## src/rtl/playback_sequencer.sv

```systemverilog
// ---------------------------------------------------------------------------
// playback_sequencer
//
// Purpose
//   Takes words of SYMS two-bit symbols from an upstream valid/ready source.
//   It plays one symbol per rising edge of an asynchronous symbol-rate strobe
//   (playbackClk). Symbol i of a word is {wordData[2i+1] = enable,
//   wordData[2i] = data}, and symbol 0 plays first. One pending word is
//   buffered behind the active one, so consecutive words play back-to-back
//   with no gap symbol.
//
// Ports
//   clk, resetN         clock; asynchronous active-low reset
//   enable              level: starts a run from IDLE, must drop to leave DONE
//   loopMode            restart instead of completing at the last word
//   abort               synchronous: terminate any run (-> DONE)
//   requestNum          words per run, latched when the run starts
//   wordData/wordValid  upstream word and its valid flag
//   wordReady           word accepted on an edge with wordValid & wordReady
//   playbackClk         asynchronous symbol strobe (rising edge = next symbol)
//   dOut, dEnable       current symbol (0 outside PLAY)
//   busy, complete      FETCH/PLAY/STALL, and DONE
//   underrun            sticky: set on entering STALL, cleared on run start
//   wordCount           words fully played in the current run
//   o_dbg_state         FSM state, for observation and checkers
//
// Handshake
//   A word transfers on every rising clk edge where wordValid and wordReady
//   are both 1. wordReady does not depend on wordValid. wordReady is held low
//   while abort is high, so an aborted cycle never consumes a word.
// ---------------------------------------------------------------------------
module playback_sequencer #(
  parameter int SYMS  = 16,
  parameter int CNT_W = 16
) (
  input  logic               clk,
  input  logic               resetN,
  input  logic               enable,
  input  logic               loopMode,
  input  logic               abort,
  input  logic [CNT_W-1:0]   requestNum,
  input  logic [2*SYMS-1:0]  wordData,
  input  logic               wordValid,
  output logic               wordReady,
  input  logic               playbackClk,
  output logic               dOut,
  output logic               dEnable,
  output logic               busy,
  output logic               complete,
  output logic               underrun,
  output logic [CNT_W-1:0]   wordCount,
  output logic [2:0]         o_dbg_state
);

  localparam int IDX_W = (SYMS > 1) ? $clog2(SYMS) : 1;
  localparam logic [IDX_W-1:0] LAST_IDX = IDX_W'(SYMS - 1);

  typedef enum logic [2:0] {
    S_IDLE  = 3'd0,
    S_FETCH = 3'd1,
    S_PLAY  = 3'd2,
    S_STALL = 3'd3,
    S_DONE  = 3'd4
  } state_t;

  state_t              r_state;
  logic [2*SYMS-1:0]   r_cur;
  logic [2*SYMS-1:0]   r_pend;
  logic                r_pend_valid;
  logic [IDX_W-1:0]    r_idx;
  logic [CNT_W-1:0]    r_accept_cnt;
  logic [CNT_W-1:0]    r_word_cnt;
  logic [CNT_W-1:0]    r_req_num;
  logic                r_underrun;
  logic                r_sync1;
  logic                r_sync2;
  logic                r_sync3;

  logic                w_tick;
  logic                w_ready;
  logic                w_hs;
  logic                w_last_sym;
  logic [CNT_W-1:0]    w_wc_inc;

  // Two-flop synchronizer plus an edge register. The tick is one clk cycle
  // wide per rising edge of playbackClk.
  assign w_tick     = r_sync2 & ~r_sync3;
  assign w_last_sym = (r_idx == LAST_IDX);
  assign w_wc_inc   = r_word_cnt + CNT_W'(1);

  always_comb begin
    w_ready = 1'b0;
    case (r_state)
      S_FETCH:         w_ready = 1'b1;
      S_PLAY, S_STALL: w_ready = ~r_pend_valid && (r_accept_cnt < r_req_num);
      default:         w_ready = 1'b0;
    endcase
  end

  assign wordReady = w_ready & ~abort;
  assign w_hs      = wordValid & wordReady;

  // Symbol output is a plain select of the active word while playing.
  always_comb begin
    dOut    = 1'b0;
    dEnable = 1'b0;
    if (r_state == S_PLAY) begin
      dOut    = r_cur[{r_idx, 1'b0}];
      dEnable = r_cur[{r_idx, 1'b1}];
    end
  end

  assign busy        = (r_state == S_FETCH) || (r_state == S_PLAY) ||
                       (r_state == S_STALL);
  assign complete    = (r_state == S_DONE);
  assign underrun    = r_underrun;
  assign wordCount   = r_word_cnt;
  assign o_dbg_state = r_state;

  always_ff @(posedge clk or negedge resetN) begin
    if (!resetN) begin
      r_state      <= S_IDLE;
      r_cur        <= '0;
      r_pend       <= '0;
      r_pend_valid <= 1'b0;
      r_idx        <= '0;
      r_accept_cnt <= '0;
      r_word_cnt   <= '0;
      r_req_num    <= '0;
      r_underrun   <= 1'b0;
      r_sync1      <= 1'b0;
      r_sync2      <= 1'b0;
      r_sync3      <= 1'b0;
    end else begin
      r_sync1 <= playbackClk;
      r_sync2 <= r_sync1;
      r_sync3 <= r_sync2;

      if (abort) begin
        // Counters stay frozen so the aborted run's progress stays visible.
        r_state      <= S_DONE;
        r_pend_valid <= 1'b0;
      end else begin
        case (r_state)
          S_IDLE: begin
            if (enable) begin
              if (requestNum != '0) begin
                r_state      <= S_FETCH;
                r_req_num    <= requestNum;
                r_accept_cnt <= '0;
                r_word_cnt   <= '0;
                r_pend_valid <= 1'b0;
                r_underrun   <= 1'b0;
              end else begin
                r_state <= S_DONE;
              end
            end
          end

          S_FETCH: begin
            if (w_hs) begin
              r_cur        <= wordData;
              r_idx        <= '0;
              r_accept_cnt <= r_accept_cnt + CNT_W'(1);
              r_state      <= S_PLAY;
            end
          end

          S_PLAY: begin
            // An accepted word always goes to pend. If it coincides with a
            // cur<-pend transfer below, the transfer reads the old pend and
            // the new word stays in pend.
            if (w_hs) begin
              r_pend       <= wordData;
              r_pend_valid <= 1'b1;
              r_accept_cnt <= r_accept_cnt + CNT_W'(1);
            end
            if (w_tick) begin
              if (!w_last_sym) begin
                r_idx <= r_idx + IDX_W'(1);
              end else begin
                r_word_cnt <= w_wc_inc;
                if (w_wc_inc == r_req_num) begin
                  if (loopMode) begin
                    r_word_cnt   <= '0;
                    r_accept_cnt <= '0;
                    r_state      <= S_FETCH;
                  end else begin
                    r_state <= S_DONE;
                  end
                end else if (r_pend_valid) begin
                  r_cur        <= r_pend;
                  r_idx        <= '0;
                  r_pend_valid <= w_hs;
                end else begin
                  r_state    <= S_STALL;
                  r_underrun <= 1'b1;
                end
              end
            end
          end

          S_STALL: begin
            // Ticks are dropped here. A word accepted on the same edge that
            // entered STALL sits in pend and is promoted at once. Otherwise
            // the next accepted word goes straight into cur.
            if (r_pend_valid) begin
              r_cur        <= r_pend;
              r_pend_valid <= 1'b0;
              r_idx        <= '0;
              r_state      <= S_PLAY;
            end else if (w_hs) begin
              r_cur        <= wordData;
              r_idx        <= '0;
              r_accept_cnt <= r_accept_cnt + CNT_W'(1);
              r_state      <= S_PLAY;
            end
          end

          S_DONE: begin
            if (!enable) r_state <= S_IDLE;
          end

          default: r_state <= S_IDLE;
        endcase
      end
    end
  end

endmodule

```

## config.mk

```make
export PLATFORM = sky130hd
export DESIGN_NAME = playback_sequencer
export DESIGN_NICKNAME = d
export VERILOG_FILES = /design/src/rtl/playback_sequencer.sv
export SDC_FILE = /design/constraint.sdc
export NUM_CORES = 1
export LEC_CHECK = 0
export CORE_MARGIN = 8
export CORE_UTILIZATION = 50
export DETAILED_ROUTE_END_ITERATION = 12
export GPL_TIMING_DRIVEN = 1
export MAX_ROUTING_LAYER = met4
export PLACE_DENSITY = 0.72
export SLEW_MARGIN = 10
export SYNTH_ARGS = -nofsm -noshare
export SYNTH_HDL_FRONTEND = slang
export SYNTH_SLANG_ARGS = --single-unit
```

## constraint.sdc

```tcl
create_clock -name clk -period 3.9 [get_ports clk]
set_input_delay 0.39 -clock clk [delete_from_list [all_inputs] [get_ports clk]]
set_output_delay 0.39 -clock clk [all_outputs]
set_load 0.005 [all_outputs]
```

======== Word-level counts from Yosys, hierarchy flattened ========
Index checks and enable logic that the tools add are counted.
operators by class
  muxes and demuxes ....................... 61
  add/subtract/negate cells ............... 3
  reductions and logical operators ........ 19
  shift operators ......................... 0
  $mul .................................... 0
  bitwise gates (word level) .............. 6
  div/mod/pow operators ................... 0
  $lt $le $gt $ge ......................... 3
  equal/unequal tests ..................... 22
operators by type and width
  cell                                                  number
  2-to-1 mux 16 bit                                     12
  2-to-1 mux 32 bit                                     6
  one-hot mux 32 bit (3 select lines)                   1
  one-hot mux 16 bit (4 select lines)                   1
  2-to-1 mux 3 bit                                      11
  adder 16 x 1 -> 16 bit (second input constant)        2
  one-hot mux 16 bit (2 select lines)                   1
  2-to-1 mux 4 bit                                      6
  inequality test 3 bit (second input constant)         7
  equality test 16 bit                                  1
  < comparator 16 bit                                   1
  2-to-1 mux 1 bit                                      16
  inequality test 2 bit (second input constant)         8
  nonzero test 16 bit                                   1
  one-hot mux 3 bit (5 select lines)                    1
  AND reduction 5 bit                                   3
  < comparator 5 x 6 -> 1 bit (second input constant)   2
  one-hot mux 4 bit (3 select lines)                    1
  AND reduction 6 bit                                   2
  binary-select mux 1 bit (select 4 bit)                2
  AND reduction 8 bit                                   1
  nonzero test 4 bit                                    2
  equality test 3 x 2 -> 1 bit (second input constant)  2
  AND reduction 3 bit                                   2
  other kinds (16)                                      22
storage, ports and cells
  register bits ........................... 124
  memory bits (writable) .................. 0
  memory bits (read-only) ................. 0
  output and inout port bits .............. 25
  bits in latches ......................... 0
  memories kept ........................... 0
  logic and storage cells ................. 126
  input bits .............................. 55

======== Longest topological paths before layout ========
  depth after elaboration ................. 12
  depth in mapped cells ................... 11
  mapped depth without buffers ............ 10

======== Worst setup path after synthesis ========
Ideal clock, no wire load.
  path type ............................... register to register
  start ................................... register r_accept_cnt[11]
  end ..................................... register r_pend[10]
  clock period less this slack ............ 2.901 ns
  path slack .............................. 0.999 ns
  buffers on the path ..................... 1
  arrival ................................. 2.776 ns
  setup time .............................. 0.125 ns
  cell stages (with the launch flop) ...... 9
  required time ........................... 3.775 ns
  cells stage by stage .................... dfrtp_1 ha_1 a21oi_1 o21ai_0 a2111oi_0 a31oi_1 nor3_1 clkbuf_1 mux2_2
between the ends
  longest elaborated chain between the ends .. 6
ends and longest elaborated chain
  item                                RTL line  text
  from (decl)                         71        logic [CNT_W-1:0] r_accept_cnt;
  from (signal assigned)              164       r_accept_cnt <= r_accept_cnt + CNT_W'(1);
  from (signal assigned)              176       r_accept_cnt <= r_accept_cnt + CNT_W'(1);
  from (signal assigned)              215       r_accept_cnt <= r_accept_cnt + CNT_W'(1);
  < comparator 16 bit                 95        S_PLAY, S_STALL: w_ready = ~r_pend_valid && (r_accept_cnt < r_req_num);
  logical AND 1 bit                   95
  one-hot mux 1 bit (2 select lines)  93        case (r_state)
  bitwise AND 1 bit                   100       assign wordReady = w_ready & ~abort;
  bitwise AND 1 bit                   101       assign w_hs = wordValid & wordReady;
  AND reduction 3 bit (no line)       -
  to (signal assigned)                174       r_pend <= wordData;
  to (decl)                           68        logic [2*SYMS-1:0] r_pend;
No other way between the ends.
A chain may end at the register's enable or synchronous reset.

======== Worst setup path in the final report ========
  start ................................... register r_word_cnt[0], in the netlist wordCount[0]
  end ..................................... register r_cur[25]
between the ends
  longest elaborated chain between the ends .. 4
ends and longest elaborated chain
  item                             RTL line  text
  from (decl)                      72        logic [CNT_W-1:0] r_word_cnt;
  from (signal assigned)           182       r_word_cnt <= w_wc_inc;
  adder 16 x 1 -> 16 bit           89        assign w_wc_inc = r_word_cnt + CNT_W'(1);
  equality test 16 bit             183       if (w_wc_inc == r_req_num) begin
  inequality test 2 bit (no line)  -
  AND reduction 6 bit (no line)    -
  to (signal assigned)             192       r_cur <= r_pend;
  to (signal assigned)             208       r_cur <= r_pend;
  to (signal assigned)             213       r_cur <= wordData;
  to (decl)                        67        logic [2*SYMS-1:0] r_cur;
No other way between the ends.

==> impl_metrics.yaml <==
status:
  status: "completed"
placement:
  dpl.cell_count: 894
  globalplace.congestion: 0.905
  buffer_ports.inserted: 79
  detailedPlacementHpwl_um: 12900
timing:
  final_total_negative_setup_slack_ns: 0
  report.final.setup_viol: 0
  timing.final.hold_violations: 0
  max_slew.worst_pin.slew_ns: 0.967
  fmaxAchievable_mhz: 283
  post-route-min-period_ns: 3.54
  worst_clock_skew_ns: 0.0101
  max_slew_margin: 0.355
  final_max_slew_viol_count: 0
  finalCritPeriodShare: 0.907
  rsz0062_at_grt: "no"
setup_path:
  critPathRequiredTime_ns: 4.18
  r2r_start: "wordCount[0]"
  startpoint: "wordCount[0]"
  setup.worst_path.start_class: "register"
  crit_type: "reg -> reg"
  end_kind: "register"
  critical_path_arrival_ns: 3.82
  crit_fanout: 32
cells_and_area:
  multi_input_area_sq_um: 3670
  antenna_cells_inserted: 0
  numnets_final: 806
  fillerInstances: 1153
  layout.area.seq_sq_um: 3100
  area_growth_pct: 20.6
  final_std_cells_w_o_fill: 926
  share_of_final_layout_standard_cells_stronger_than_drive_strength_1: 0.180
grt:
  gr-usage-met3: 0.0490
  grt_start_max_net_pins: 65
  global_route.usage.total: 0.210
  global_routing_usage_on_met2: 0.347
  number_of_antenna_violations_at_the_first_check_in_global_routing: 0
  gr-max-usage-layer: "met2"
  grt_first_pass_wirelength_um: 29600
  globalRoute.totalOverflow: 0
  met1_usage: 0.246
  first_global_vias: 5753
synthesis:
  post_synthesis_average_cell_area_sq_um: 10.7
  yosys_warnings: 0
  synth.mux.area_fraction: 0.0856
  syn_inst: 665
  synth_top_family_by_area: "compound AO/OA/AOI/OAI gates"
  fraction_of_the_yosys_area_taken_by_sequential_cells: 0.438
  synth_xor_area_frac: 0.0432
  yosys_register_bits: 124
  synth_compound_gate_area_share: 0.210
  synth_flop_cell: "sky130_fd_sc_hd__dfrtp_1"
  mappedNetlistNets: 738
  synth_fa_ha_area_frac: 0.0318
  synth_cell_type_count: 67
  cell_area_after_synthesis_sq_um: 7090
  synth_edf_count: 0
  synth_simple_gate_area_frac: 0.144
  asr_flop_ratio_synth: 1.00
cts:
  cts.repair_timing.setup_buffer_count: 0
  htree_num_levels: 4
  cts_hold_buffers: 0
  worst_setup_hold_path_clk_slew_ns: 0.06
  tritoncts: "built"
  ctsLongestPathBuffers: 2
  clock_sink_count: 124
  cts.repair.resized: 0
  cts_made_buffers: 17
  cts-root-buf: "sky130_fd_sc_hd__clkbuf_16"
  clock_insertion_delay_worst_skew_ns: 0.42
min_path:
  path_class_of_the_lowest_slack_min_delay_path: "in -> async"
routing:
  avgViaCountPerCell: 5.95
  detail_route.drc_violations: 0
  drt-initial-drc-count: 448
  drt-wirelength-per-cell_um: 19.4
  via_count: 5508
  drt_wl_total_um: 17900
  postRouteAntennaNets: 0
  drt_pre_antenna_iters: 5
floorplanning:
  floorplan.die_area_sq_um: 18300
  core-area_sq_um: 13900
  io_pins: 80
  die_y_um: 135
  fp-row-count: 43
  die_width_um: 135
  start_util: 0.511
flow_run:
  maxCapViolCount: 0
pwr:
  total_leakage_power_uw: 0.00356
  power.density_nw_per_um2: 468
  peakVddDrop_mv: 0.345
## power breakdown
group	internal (uW)	switching, uW
clock network	866	587
logic	432	446
registers	1470	204
total	2760	1240
## cells in the final DEF, fill, tap and decap left out, types with 3 or more instances in the layout
cell                              count
sky130_fd_sc_hd__a211oi_1             6
sky130_fd_sc_hd__a21o_1              12
sky130_fd_sc_hd__a21oi_1             14
sky130_fd_sc_hd__a22oi_1             32
sky130_fd_sc_hd__a31oi_1              8
sky130_fd_sc_hd__and2_1               5
sky130_fd_sc_hd__and3_1               8
sky130_fd_sc_hd__and4_1               5
sky130_fd_sc_hd__buf_4               13
sky130_fd_sc_hd__clkbuf_16           17
sky130_fd_sc_hd__clkbuf_8             3
sky130_fd_sc_hd__clkdlybuf4s50_1     78
sky130_fd_sc_hd__clkinv_2             4
sky130_fd_sc_hd__dfrtp_1            124
sky130_fd_sc_hd__ha_1                18
sky130_fd_sc_hd__inv_1               27
sky130_fd_sc_hd__inv_6                4
sky130_fd_sc_hd__mux2_2              33
sky130_fd_sc_hd__mux4_2              10
sky130_fd_sc_hd__nand2_1             45
sky130_fd_sc_hd__nand2b_1             3
sky130_fd_sc_hd__nand3_1             23
sky130_fd_sc_hd__nand4_1             10
sky130_fd_sc_hd__nor2_1              44
sky130_fd_sc_hd__nor3_1              13
sky130_fd_sc_hd__nor3b_1              8
sky130_fd_sc_hd__nor4_1              10
sky130_fd_sc_hd__o211ai_1             4
sky130_fd_sc_hd__o21ai_0             44
sky130_fd_sc_hd__o2bb2ai_2           30
sky130_fd_sc_hd__o31ai_1              3
sky130_fd_sc_hd__or3_1                4
sky130_fd_sc_hd__xnor2_1             13
sky130_fd_sc_hd__xor2_1              22
## registers in the layout, indices dropped and copies added, names as in the netlist, 3 cells and up
signal / flops
r_cur: 32
r_accept_cnt: 16
o_dbg_state: 3
wordCount: 16
r_idx: 4
r_req_num: 16
r_pend: 32
## logic make-up after synthesis
family          Yosys count
xor+xnor                 35
mux                      44
flops                   124
compound gates          179
buf+inv                  70
simple gates            195
fa+ha+maj                18
## worst max-delay path: stages, from the launching register on
cell and delay, ns:
sky130_fd_sc_hd__dfrtp_1 0.52, sky130_fd_sc_hd__ha_1 0.39, sky130_fd_sc_hd__nand2_1 0.29, sky130_fd_sc_hd__a2111o_1 0.41, sky130_fd_sc_hd__and4_1 0.21, sky130_fd_sc_hd__a2111oi_2 0.35, sky130_fd_sc_hd__nand2_1 0.18, sky130_fd_sc_hd__o311ai_4 0.35
sky130_fd_sc_hd__a21bo_4 0.55, sky130_fd_sc_hd__o2bb2ai_1 0.14
## layout make-up
| cell class | instances | share of cell area |
|---|---|---|
| Tap cell | 180 | 0.0263 |
| Clock buffer | 20 | 0.0546 |
| Multi-Input combinational cell | 471 | 0.429 |
| Timing Repair Buffer | 92 | 0.105 |
| Clock inverter | 12 | 0.0102 |
| Inverter | 27 | 0.0119 |
| Sequential cell | 124 | 0.363 |
## cell usage after synthesis (11+ instances only)
master,instances,share of area
sky130_fd_sc_hd__a21o_1,12,0.013
sky130_fd_sc_hd__nand2_1,45,0.024
sky130_fd_sc_hd__ha_1,18,0.032
sky130_fd_sc_hd__a21oi_1,15,0.011
sky130_fd_sc_hd__a22oi_1,32,0.034
sky130_fd_sc_hd__mux2_2,33,0.052
sky130_fd_sc_hd__o21ai_0,44,0.031
sky130_fd_sc_hd__nand3_1,23,0.016
sky130_fd_sc_hd__buf_2,11,0.0078
sky130_fd_sc_hd__xnor2_1,13,0.016
sky130_fd_sc_hd__xor2_1,22,0.027
sky130_fd_sc_hd__inv_1,27,0.014
sky130_fd_sc_hd__dfrtp_1,124,0.44
sky130_fd_sc_hd__nor3_1,15,0.011
sky130_fd_sc_hd__nor2_1,44,0.023
sky130_fd_sc_hd__o2bb2ai_2,30,0.064
sky130_fd_sc_hd__clkbuf_1,23,0.012
## final timing paths
path	endpoint	slack, ns	cells after the start
max reg2reg	r_cur[25]	0.36	9
min reg2reg	r_sync2	0.35	0
min	r_accept_cnt[12]	0.06	1
max in group asynchronous	r_cur[13]	3.03	2
max	r_cur[25]	0.36	9
min in group clk	r_sync2	0.35	0
## routing by layer
| metal | vias up | part of all wire |
|---|---|---|
| li1 | 2595 | - |
| met1 | 2737 | 0.42 |
| met2 | 149 | 0.51 |
| met3 | 27 | 0.045 |
| met4 | 0 | 0.019 |
| met5 | - | 0 |
## stage by stage
step	total power (uW)	cell area, sq um	setup WS, ns	util	hold WS, ns
after global placement	2530	8000	0.490	0.576	0.336
final	4000	8550	0.363	0.616	0.0571
after floorplan	2220	7090	0.999	-	0.0944
after CTS	4030	8550	0.326	0.616	0.0723
after detailed placement	2560	8000	0.352	0.576	0.343
after global routing	4190	8550	0.153	0.616	0.112
No activity file was read; power rests on OpenSTA's default activity.
